**config.mk**
```make
export PLATFORM = sky130hd
export DESIGN_NAME = vga_scan_overlay
export DESIGN_NICKNAME = d
export VERILOG_FILES = /design/src/rtl/vga_scan_overlay.sv
export SDC_FILE = /design/constraint.sdc
export NUM_CORES = 1
export LEC_CHECK = 0
export ABC_AREA = 1
export CORE_MARGIN = 5
export CORE_UTILIZATION = 43
export DETAILED_ROUTE_END_ITERATION = 16
export GPL_TIMING_DRIVEN = 0
export PLACE_DENSITY = 0.79
export SETUP_SLACK_MARGIN = 0.15
export SLEW_MARGIN = 20
export SYNTH_ARGS = -nofsm -noshare
export SYNTH_HDL_FRONTEND = slang
export SYNTH_SLANG_ARGS = --single-unit
export TNS_END_PERCENT = 20
```
**constraint.sdc**
```tcl
create_clock -name clock -period 2.1 [get_ports clock]
set_input_delay 0.21 -clock clock [delete_from_list [all_inputs] [get_ports clock]]
set_output_delay 0.21 -clock clock [all_outputs]
set_load 0.01 [all_outputs]
```
**src/rtl/vga_scan_overlay.sv**
```systemverilog
`default_nettype none
// ============================================================================
//  Module   : vga_scan_overlay
//  Purpose  : Single-clock raster generator with packed-word pixel fetch,
//             pixel unpacking, crosshair/marker overlay and sync/blank
//             alignment to the pixel data path.
//  Revision : 1.0  initial release
// ============================================================================
module vga_scan_overlay #(
  parameter int               PIX_W        = 18,
  parameter int               PIX_PER_WORD = 2,
  parameter int               H_ACTIVE     = 640,
  parameter int               H_FP         = 16,
  parameter int               H_SYNC       = 96,
  parameter int               H_BP         = 48,
  parameter int               V_ACTIVE     = 480,
  parameter int               V_FP         = 11,
  parameter int               V_SYNC       = 2,
  parameter int               V_BP         = 31,
  parameter int               LOG_H        = 10,
  parameter int               LOG_V        = 10,
  parameter int               FETCH_LAT    = 5,
  parameter int               NUM_MARKERS  = 4,
  parameter logic [PIX_W-1:0] MARKER_COLOR = '1
) (
  input  logic                          clock,
  input  logic                          reset,
  input  logic [PIX_PER_WORD*PIX_W-1:0] pixel_word,
  input  logic [NUM_MARKERS*LOG_H-1:0]  marker_x,
  input  logic [NUM_MARKERS*LOG_V-1:0]  marker_y,
  input  logic [NUM_MARKERS-1:0]        marker_en,
  input  logic                          crosshair_en,
  output logic                          word_req,
  output logic [LOG_H-1:0]              word_hcount,
  output logic [LOG_V-1:0]              word_vcount,
  output logic [PIX_W-1:0]              pix_out,
  output logic                          hsync,
  output logic                          vsync,
  output logic                          blank,
  output logic                          frame_start
);

  localparam int H_TOT  = H_ACTIVE + H_FP + H_SYNC + H_BP;
  localparam int V_TOT  = V_ACTIVE + V_FP + V_SYNC + V_BP;
  localparam int IDX_W  = (PIX_PER_WORD > 1) ? $clog2(PIX_PER_WORD) : 1;
  // Side-band stages before the output register: fetch latency plus the
  // word capture stage.
  localparam int PIPE_D = FETCH_LAT + 1;

  localparam logic [LOG_H-1:0] H_LAST  = LOG_H'(H_TOT - 1);
  localparam logic [LOG_V-1:0] V_LAST  = LOG_V'(V_TOT - 1);
  localparam logic [LOG_H-1:0] H_ACT_L = LOG_H'(H_ACTIVE);
  localparam logic [LOG_V-1:0] V_ACT_L = LOG_V'(V_ACTIVE);
  localparam logic [LOG_H-1:0] HS_BEG  = LOG_H'(H_ACTIVE + H_FP);
  localparam logic [LOG_H-1:0] HS_END  = LOG_H'(H_ACTIVE + H_FP + H_SYNC);
  localparam logic [LOG_V-1:0] VS_BEG  = LOG_V'(V_ACTIVE + V_FP);
  localparam logic [LOG_V-1:0] VS_END  = LOG_V'(V_ACTIVE + V_FP + V_SYNC);
  localparam logic [LOG_H-1:0] H_MID   = LOG_H'(H_ACTIVE / 2);
  localparam logic [LOG_V-1:0] V_MID   = LOG_V'(V_ACTIVE / 2);

  // Raster counters
  logic [LOG_H-1:0] h_q, h_d;
  logic [LOG_V-1:0] v_q, v_d;

  // Overlay shadows, captured at the frame origin
  logic [NUM_MARKERS*LOG_H-1:0] mx_q, mx_d;
  logic [NUM_MARKERS*LOG_V-1:0] my_q, my_d;
  logic [NUM_MARKERS-1:0]       men_q, men_d;
  logic                         xen_q, xen_d;

  // Fetch address hold and return tracking
  logic [LOG_H-1:0]              whc_q, whc_d;
  logic [LOG_V-1:0]              wvc_q, wvc_d;
  logic [FETCH_LAT-1:0]          req_pipe_q, req_pipe_d;
  logic [PIX_PER_WORD*PIX_W-1:0] word_q, word_d;

  // Side-band pipeline aligning timing and overlay decisions with the data
  logic [PIPE_D-1:0] blank_pipe_q, blank_pipe_d;
  logic [PIPE_D-1:0] hs_pipe_q, hs_pipe_d;
  logic [PIPE_D-1:0] vs_pipe_q, vs_pipe_d;
  logic [PIPE_D-1:0] fs_pipe_q, fs_pipe_d;
  logic [PIPE_D-1:0] hit_pipe_q, hit_pipe_d;
  logic [IDX_W-1:0]  idx_pipe_q [PIPE_D];
  logic [IDX_W-1:0]  idx_pipe_d [PIPE_D];

  // Output registers
  logic [PIX_W-1:0] pix_out_q, pix_out_d;
  logic             hsync_q, hsync_d;
  logic             vsync_q, vsync_d;
  logic             blank_q, blank_d;
  logic             fs_q, fs_d;

  // Combinational helpers
  logic             w_active;
  logic             w_hsync_raw;
  logic             w_vsync_raw;
  logic             w_origin;
  logic             w_hit;
  logic             w_req;
  logic             w_slot;
  logic [IDX_W-1:0] w_idx;
  logic [PIX_W-1:0] w_pix_sel;

  // Pixel position inside the fetched word; a new word starts at index 0
  generate
    if (PIX_PER_WORD > 1) begin : g_idx_multi
      assign w_idx = h_q[IDX_W-1:0];
    end else begin : g_idx_single
      assign w_idx = 1'b0;
    end
  endgenerate
  assign w_slot = (w_idx == '0);

  // Next raster position: h wraps each line, v advances on the h wrap
  always_comb begin
    h_d = h_q + LOG_H'(1);
    v_d = v_q;
    if (h_q == H_LAST) begin
      h_d = '0;
      v_d = (v_q == V_LAST) ? '0 : v_q + LOG_V'(1);
    end
  end

  // Undelayed timing flags for the current raster position
  always_comb begin
    w_active    = (h_q < H_ACT_L) && (v_q < V_ACT_L);
    w_hsync_raw = !((h_q >= HS_BEG) && (h_q < HS_END));
    w_vsync_raw = !((v_q >= VS_BEG) && (v_q < VS_END));
    w_origin    = (h_q == '0) && (v_q == '0);
  end

  // Shadow capture and overlay hit test; the origin pixel already sees
  // the freshly sampled inputs so a whole frame uses one consistent set
  always_comb begin
    mx_d  = w_origin ? marker_x     : mx_q;
    my_d  = w_origin ? marker_y     : my_q;
    men_d = w_origin ? marker_en    : men_q;
    xen_d = w_origin ? crosshair_en : xen_q;
    w_hit = xen_d && ((h_q == H_MID) || (v_q == V_MID));
    for (int i = 0; i < NUM_MARKERS; i++) begin
      if (men_d[i] && ((h_q == mx_d[i*LOG_H +: LOG_H]) ||
                       (v_q == my_d[i*LOG_V +: LOG_V]))) begin
        w_hit = 1'b1;
      end
    end
  end

  // Word request, held request address and return-time word capture
  always_comb begin
    w_req         = !reset && w_active && w_slot;
    whc_d         = w_req ? h_q : whc_q;
    wvc_d         = w_req ? v_q : wvc_q;
    req_pipe_d[0] = w_req;
    for (int i = 1; i < FETCH_LAT; i++) begin
      req_pipe_d[i] = req_pipe_q[i-1];
    end
    word_d = req_pipe_q[FETCH_LAT-1] ? pixel_word : word_q;
  end

  // Side-band shift register feeding the output stage
  always_comb begin
    blank_pipe_d[0] = !w_active;
    hs_pipe_d[0]    = w_hsync_raw;
    vs_pipe_d[0]    = w_vsync_raw;
    fs_pipe_d[0]    = w_origin;
    hit_pipe_d[0]   = w_hit;
    idx_pipe_d[0]   = w_idx;
    for (int i = 1; i < PIPE_D; i++) begin
      blank_pipe_d[i] = blank_pipe_q[i-1];
      hs_pipe_d[i]    = hs_pipe_q[i-1];
      vs_pipe_d[i]    = vs_pipe_q[i-1];
      fs_pipe_d[i]    = fs_pipe_q[i-1];
      hit_pipe_d[i]   = hit_pipe_q[i-1];
      idx_pipe_d[i]   = idx_pipe_q[i-1];
    end
  end

  // Unpack the selected pixel and apply blank > overlay > data priority
  always_comb begin
    w_pix_sel = '0;
    for (int i = 0; i < PIX_PER_WORD; i++) begin
      if (idx_pipe_q[PIPE_D-1] == IDX_W'(i)) begin
        w_pix_sel = word_q[i*PIX_W +: PIX_W];
      end
    end
    if (blank_pipe_q[PIPE_D-1]) begin
      pix_out_d = '0;
    end else if (hit_pipe_q[PIPE_D-1]) begin
      pix_out_d = MARKER_COLOR;
    end else begin
      pix_out_d = w_pix_sel;
    end
    hsync_d = hs_pipe_q[PIPE_D-1];
    vsync_d = vs_pipe_q[PIPE_D-1];
    blank_d = blank_pipe_q[PIPE_D-1];
    fs_d    = fs_pipe_q[PIPE_D-1];
  end

  // State update; reset flushes every stage to idle/blank values
  always_ff @(posedge clock) begin
    if (reset) begin
      h_q          <= '0;
      v_q          <= '0;
      mx_q         <= '0;
      my_q         <= '0;
      men_q        <= '0;
      xen_q        <= 1'b0;
      whc_q        <= '0;
      wvc_q        <= '0;
      req_pipe_q   <= '0;
      word_q       <= '0;
      blank_pipe_q <= '1;
      hs_pipe_q    <= '1;
      vs_pipe_q    <= '1;
      fs_pipe_q    <= '0;
      hit_pipe_q   <= '0;
      for (int i = 0; i < PIPE_D; i++) begin
        idx_pipe_q[i] <= '0;
      end
      pix_out_q    <= '0;
      hsync_q      <= 1'b1;
      vsync_q      <= 1'b1;
      blank_q      <= 1'b1;
      fs_q         <= 1'b0;
    end else begin
      h_q          <= h_d;
      v_q          <= v_d;
      mx_q         <= mx_d;
      my_q         <= my_d;
      men_q        <= men_d;
      xen_q        <= xen_d;
      whc_q        <= whc_d;
      wvc_q        <= wvc_d;
      req_pipe_q   <= req_pipe_d;
      word_q       <= word_d;
      blank_pipe_q <= blank_pipe_d;
      hs_pipe_q    <= hs_pipe_d;
      vs_pipe_q    <= vs_pipe_d;
      fs_pipe_q    <= fs_pipe_d;
      hit_pipe_q   <= hit_pipe_d;
      for (int i = 0; i < PIPE_D; i++) begin
        idx_pipe_q[i] <= idx_pipe_d[i];
      end
      pix_out_q    <= pix_out_d;
      hsync_q      <= hsync_d;
      vsync_q      <= vsync_d;
      blank_q      <= blank_d;
      fs_q         <= fs_d;
    end
  end

  assign word_req    = w_req;
  assign word_hcount = w_req ? h_q : whc_q;
  assign word_vcount = w_req ? v_q : wvc_q;
  assign pix_out     = pix_out_q;
  assign hsync       = hsync_q;
  assign vsync       = vsync_q;
  assign blank       = blank_q;
  assign frame_start = fs_q;

endmodule
`default_nettype wire

```
### Word-level counts from Yosys, hierarchy flattened

Memory sizes are Yosys's and may differ from the RTL's.
Index checks and enable logic that the tools add are counted.

| word-level totals | value |
|---|---|
| bits in registers | 218 |
| latch bits | 0 |
| RAM bits | 6 |
| bits in read-only memories | 0 |
| output and inout bits | 43 |
| word-level logic and storage cells | 94 |
| memories | 1 |

Memories:

| memory | depth | width | read ports | clocked after Yosys merged registers in | write ports | RTL line | RTL |
|---|---|---|---|---|---|---|---|
| idx_pipe_q | 6 | 1 | 6 | 0 | 6 | 83 | `logic [IDX_W-1:0] idx_pipe_q [PIPE_D];` |

| operators by class | value |
|---|---|
| add/sub/neg operators | 2 |
| $mul | 0 |
| div/mod/pow operators | 0 |
| $lt $le $gt $ge | 6 |
| eq/ne operators | 12 |
| shifts and indexed selects | 0 |
| multiplexer cells | 22 |
| bitwise gates (word level) | 7 |
| reductions and logical operators | 24 |

Operators by type and width:

| kind | count |
|---|---|
| $eq 10x10->1 | 8 |
| $mux 40 | 2 |
| $mux 18 | 2 |
| $mux 10 | 3 |
| $add 10x1->10 const B | 2 |
| $eq 10x10->1 const B | 2 |
| $logic_not 10->1 | 2 |
| $lt 10x10->1 const B | 2 |
| $lt 10x9->1 const B | 2 |
| $mux 1 | 14 |
| $logic_and 1x1->1 | 11 |
| $eq 10x8->1 const B | 1 |
| $eq 10x9->1 const B | 1 |
| $ge 10x10->1 const B | 1 |
| $ge 10x9->1 const B | 1 |
| $or 1x1->1 | 6 |
| $logic_or 1x1->1 | 5 |
| $logic_not 1->1 | 4 |
| $mux 4 | 1 |
| $reduce_or 2->1 | 2 |
| $not 1->1 | 1 |

### Depth between registers and ports, before layout

| depth | value |
|---|---|
| depth in word-level cells | 10 |
| mapped depth | 21 |
| mapped depth without buffers | 19 |

### Worst setup path before layout

Ideal clock, no wire load.

| timing | value |
|---|---|
| path type | register -> register |
| from | register v_q[0] |
| to | register hit_pipe_q[0] |
| arrival | 2.148 ns |
| data required time | 1.972 ns |
| setup slack | -0.175 ns |
| stages on the path, launching flop included | 19 |
| path buffers | 2 |
| period minus slack after synthesis | 2.275 ns |
| cell sequence | dfxtp_1 > clkinv_1 > ha_1 > nand2_1 > nor2_4 > nand3_2 > buf_6 > buf_2 > nand2_1 > o21ai_1 > nand2_1 > nand3_1 > nor2_1 > nand3_1 > nand2_1 > nand2_1 > nand2_1 > nor2_1 > nor2_1 |

| between the ends | value |
|---|---|
| cells in the longest elaborated chain, start to end | 10 |
| elaborated cells on any way between the ends | 29 |
| classes of those cells | 9 x eq/ne; 8 x mux; 12 x reduce/logical |

RTL lines:

| what | RTL line | RTL |
|---|---|---|
| from (decl) | 63 | `logic [LOG_V-1:0] v_q, v_d;` |
| from (signal assigned) | 227 | `v_q <= v_d;` |
| $logic_not 10->1 | 129 | `w_origin = (h_q == '0) && (v_q == '0);` |
| $logic_and 1x1->1 | 129 |  |
| $mux 40 (on tied branches) | 135, 136 |  |
| $eq 10x10->1 (on tied branches) | 141, 142 |  |
| $logic_or 1x1->1 | 141 | `if (men_d[i] && ((h_q == mx_d[i*LOG_H +: LOG_H]) \|\|` |
| $logic_and 1x1->1 | 141 |  |
| $mux 1 (3 in series) | 141 |  |
| $mux 1 (*) | 141 |  |
| to (signal assigned) | 240 | `hit_pipe_q <= hit_pipe_d;` |
| to (decl) | 82 | `logic [PIPE_D-1:0] hit_pipe_q, hit_pipe_d;` |

Mark *: on every way between the ends. The rest lies on a longest branch, timed or not.
A chain may end at the register's enable or synchronous reset.

### Final worst setup path

| timing | value |
|---|---|
| from | register v_q[6] |
| to | register req_pipe_q[0] |

| between the ends | value |
|---|---|
| cells in the longest elaborated chain, start to end | 4 |

RTL lines:

| what | RTL line | RTL |
|---|---|---|
| $lt 10x9->1 | 126 | `w_active = (h_q < H_ACT_L) && (v_q < V_ACT_L);` |
| $logic_and 1x1->1 | 126 |  |
| $logic_and 1x1->1 (2 in series) | 150 | `w_req = !reset && w_active && w_slot;` |
| to (signal assigned) | 234 | `req_pipe_q <= req_pipe_d;` |
| to (decl) | 74 | `logic [FETCH_LAT-1:0] req_pipe_q, req_pipe_d;` |

Every way passes these cells.

==> out/qor.yml <==
synthesis.nets: 1638
worstPathMaxFanout: 2
post-route-util_pct: 60.6
drc: 0
violations: "negative setup slack"
final_nets: 1883
synth_seq_cells: 224
finalHoldViolCount: 0
clk_latency_ns: 0.53
vdd_drop_max_v: 0.000509
cts.clk_slew.worst_paths_ns: 0.06
via_count: 10900
ios: 166
drt_iter0_drc: 1052
min_period_ns: 2.76
dp_hpwl_um: 24000
final_common_cell: "nand2_1"
drv_cap: 0
power.combinational.fraction_pct: 21.5
power.share.clock_pct: 38.1
holdWs_ns: 0.268
cp.arrival_ns: 3.21
cts.sinks: 224
final_cell_mix: "342 x nand2_1, 213 x inv_1, 213 x dfxtp_1, 173 x nor2_1, 144 x clkdlybuf4s50_1"
grt_pass1_wl_um: 53100
synth_seq_area_share_pct: 43.3
worst_pin_slew_ns: 0.679
dieWidth_um: 165
clk_path_buf_depth: 3
die-area_sq_mm: 0.0273
ant_nets: 0
synthCells: 1510
power_density_mw_per_mm2: 794
setup_tns_ns: -16.22
wirelength_um: 34700
synth.avg_cell_area_sq_um: 6.86
start_util_pct: 43.8
switching_power_mw: 3.23
io_buffers: 165
path_class: "reg2reg"
placed_area_sq_mm: 0.0125
cts_buffers: 24
postLayoutCellArea_sq_mm: 0.0143
wl_per_cell_um: 16.6
end_kind: "flop"
fin_worst_skew_ns: 0.0227
htreeDepth: 1
status: "finished, violations left"
min_path_type: "in2reg"
seqCellArea_sq_mm: 0.00451
drive_gt1_share_pct: 17.8
n_antenna_cell: 0
syn_area_sq_mm: 0.0104
track_usage_pct: 24.6
power.total_mw: 11.4
root_buffer: "clkbuf_16"
synth_cell_types: 38
rsz0062_at_grt: "yes"
required_ns: 2.55
drv_slew: 0
area_growth_pct: 38.1
cts_tree: "done"
final_cell_count_no_fill: 2090
vias_per_cell: 5.21
p_leak_nw: 6.62
multiInputGateArea_sq_mm: 0.00485
drt_first_pass_iters: 6
fin_ws_ns: -0.655
place_ws_ns: -0.943
switching_share_pct: 28.5
fmax_mhz: 363
core.rowCount: 56
grt_pass1_vias: 10300
grt_start_max_net_pins: 14
grt_overflow_total: 0
relSlewSlack_pct: 54.7
setup_violations: 35
yosysWarningCount: 0
place_inst: 1994
nFillCells: 2035
antenna_found_initial: 0
critPathLaunchType: "flop"
die-height_um: 165
core_sq_mm: 0.0236
intPower_mw: 8.13
finalCritPeriodShare_pct: 131
gp_congestion: 0.968
p_seq_share_pct: 40.4
[power by group through the flow]
| stage | logic [mW] | registers (mW) | clock network [mW] |
|---|---|---|---|
| 6_report | 2.44 | 4.59 | 4.33 |
| 5_1_grt | 2.69 | 4.61 | 4.54 |
| 4_1_cts | 2.27 | 4.59 | 4.36 |
| 3_5_place_dp | 2.11 | 4.68 | 0 |
| 3_3_place_gp | 2.06 | 4.67 | 0 |
| 2_1_floorplan | 1.40 | 4.66 | 0 |
[critical path, stage by stage (launching register included)]
cell and delay, ns:
dfxtp_2 0.32, buf_6 0.12, clkinvlp_4 0.08, nor3_2 0.05, nand3_2 0.07, nand4_1 0.16
buf_4 0.19, buf_6 0.11, buf_6 0.10, buf_6 0.10, buf_6 0.10, buf_6 0.11
buf_6 0.11, buf_6 0.11, buf_6 0.11, buf_6 0.11, buf_6 0.10, buf_6 0.10
buf_6 0.10, buf_6 0.11, buf_6 0.10, buf_6 0.11, nor2_2 0.11
[sequential cells by signal (all words and copies together) (netlist names), 5 cells and up]
register      flops
blank_pipe_q      6
fs_pipe_q         6
h_q              10
hit_pipe_q        6
hs_pipe_q         6
idx_pipe_q        6
mx_q             40
my_q             40
pix_out          18
req_pipe_q        5
v_q              10
vs_pipe_q         6
whc_q            10
word_q           36
wvc_q            10
[cell families after synthesis]
logic type	Yosys count	synth area share, %
simple gates	738	30.9
buf+inv	329	13.0
flops	224	43.3
compound gates	203	11.2
xor+xnor	11	0.931
fa+ha+maj	5	0.604
[cell usage after synthesis, drive strengths merged]
library cell	number	area [sq um]
and2	1	6.26
a31oi	1	6.26
o21a	1	7.51
a22oi	1	7.51
clkinv	7	26.3
a2111o	1	11.3
buf	40	264
nand3	91	465
clkbuf	38	143
nor3b	2	15.0
nand4	53	332
ha	5	62.6
or2	35	219
o211ai	18	135
nand3b	1	7.51
and3	1	6.26
nor2	189	744
a211oi	19	143
o21ai	109	583
a21oi	52	260
nand2	354	1340
a32o	1	10.0
dfxtp	224	4480
inv	244	916
nor4	3	25.0
nor3	8	40.0
xor2	11	96.3
[final timing paths]
path	from	to	slack [ns]	depth (start not counted)
min reg2reg	idx_pipe_q[3]	idx_pipe_q[4]	0.40	2
max	v_q[6]	req_pipe_q[0]	-0.66	22
min	pixel_word[31]	word_q[31]	0.27	3
max reg2reg	v_q[6]	req_pipe_q[0]	-0.66	22
[metal layers]
metal	share of wire (%)	wire length (um)	GRT usage, %	vias up
li1	-	-	-	5241
met1	39	13600	31.0	4900
met2	45	15600	40.5	602
met3	9.8	3420	4.14	141
met4	5.8	2030	13.0	0
met5	0	0	0	-
[final cells by class]
cell class | instances | share of cell area [%]
multi-input combinational | 957 | 33.9
buffer | 78 | 4.06
inverter | 251 | 7.13
clock buffer | 32 | 4.62
clock inverter | 10 | 1.02
tap | 319 | 2.79
sequential | 224 | 31.5
timing repair buffer | 219 | 14.9
[timing repair]
action | 4_1_cts | 5_1_grt
hold buffers | 0 | 0
gates cloned | 2 | 2
pin swaps | 20 | 26
endpoints found under the setup margin | 128 | 81
buffers inserted | 42 | 8
gates resized for setup | 212 | 74
No activity file was read; power rests on OpenSTA's default activity.
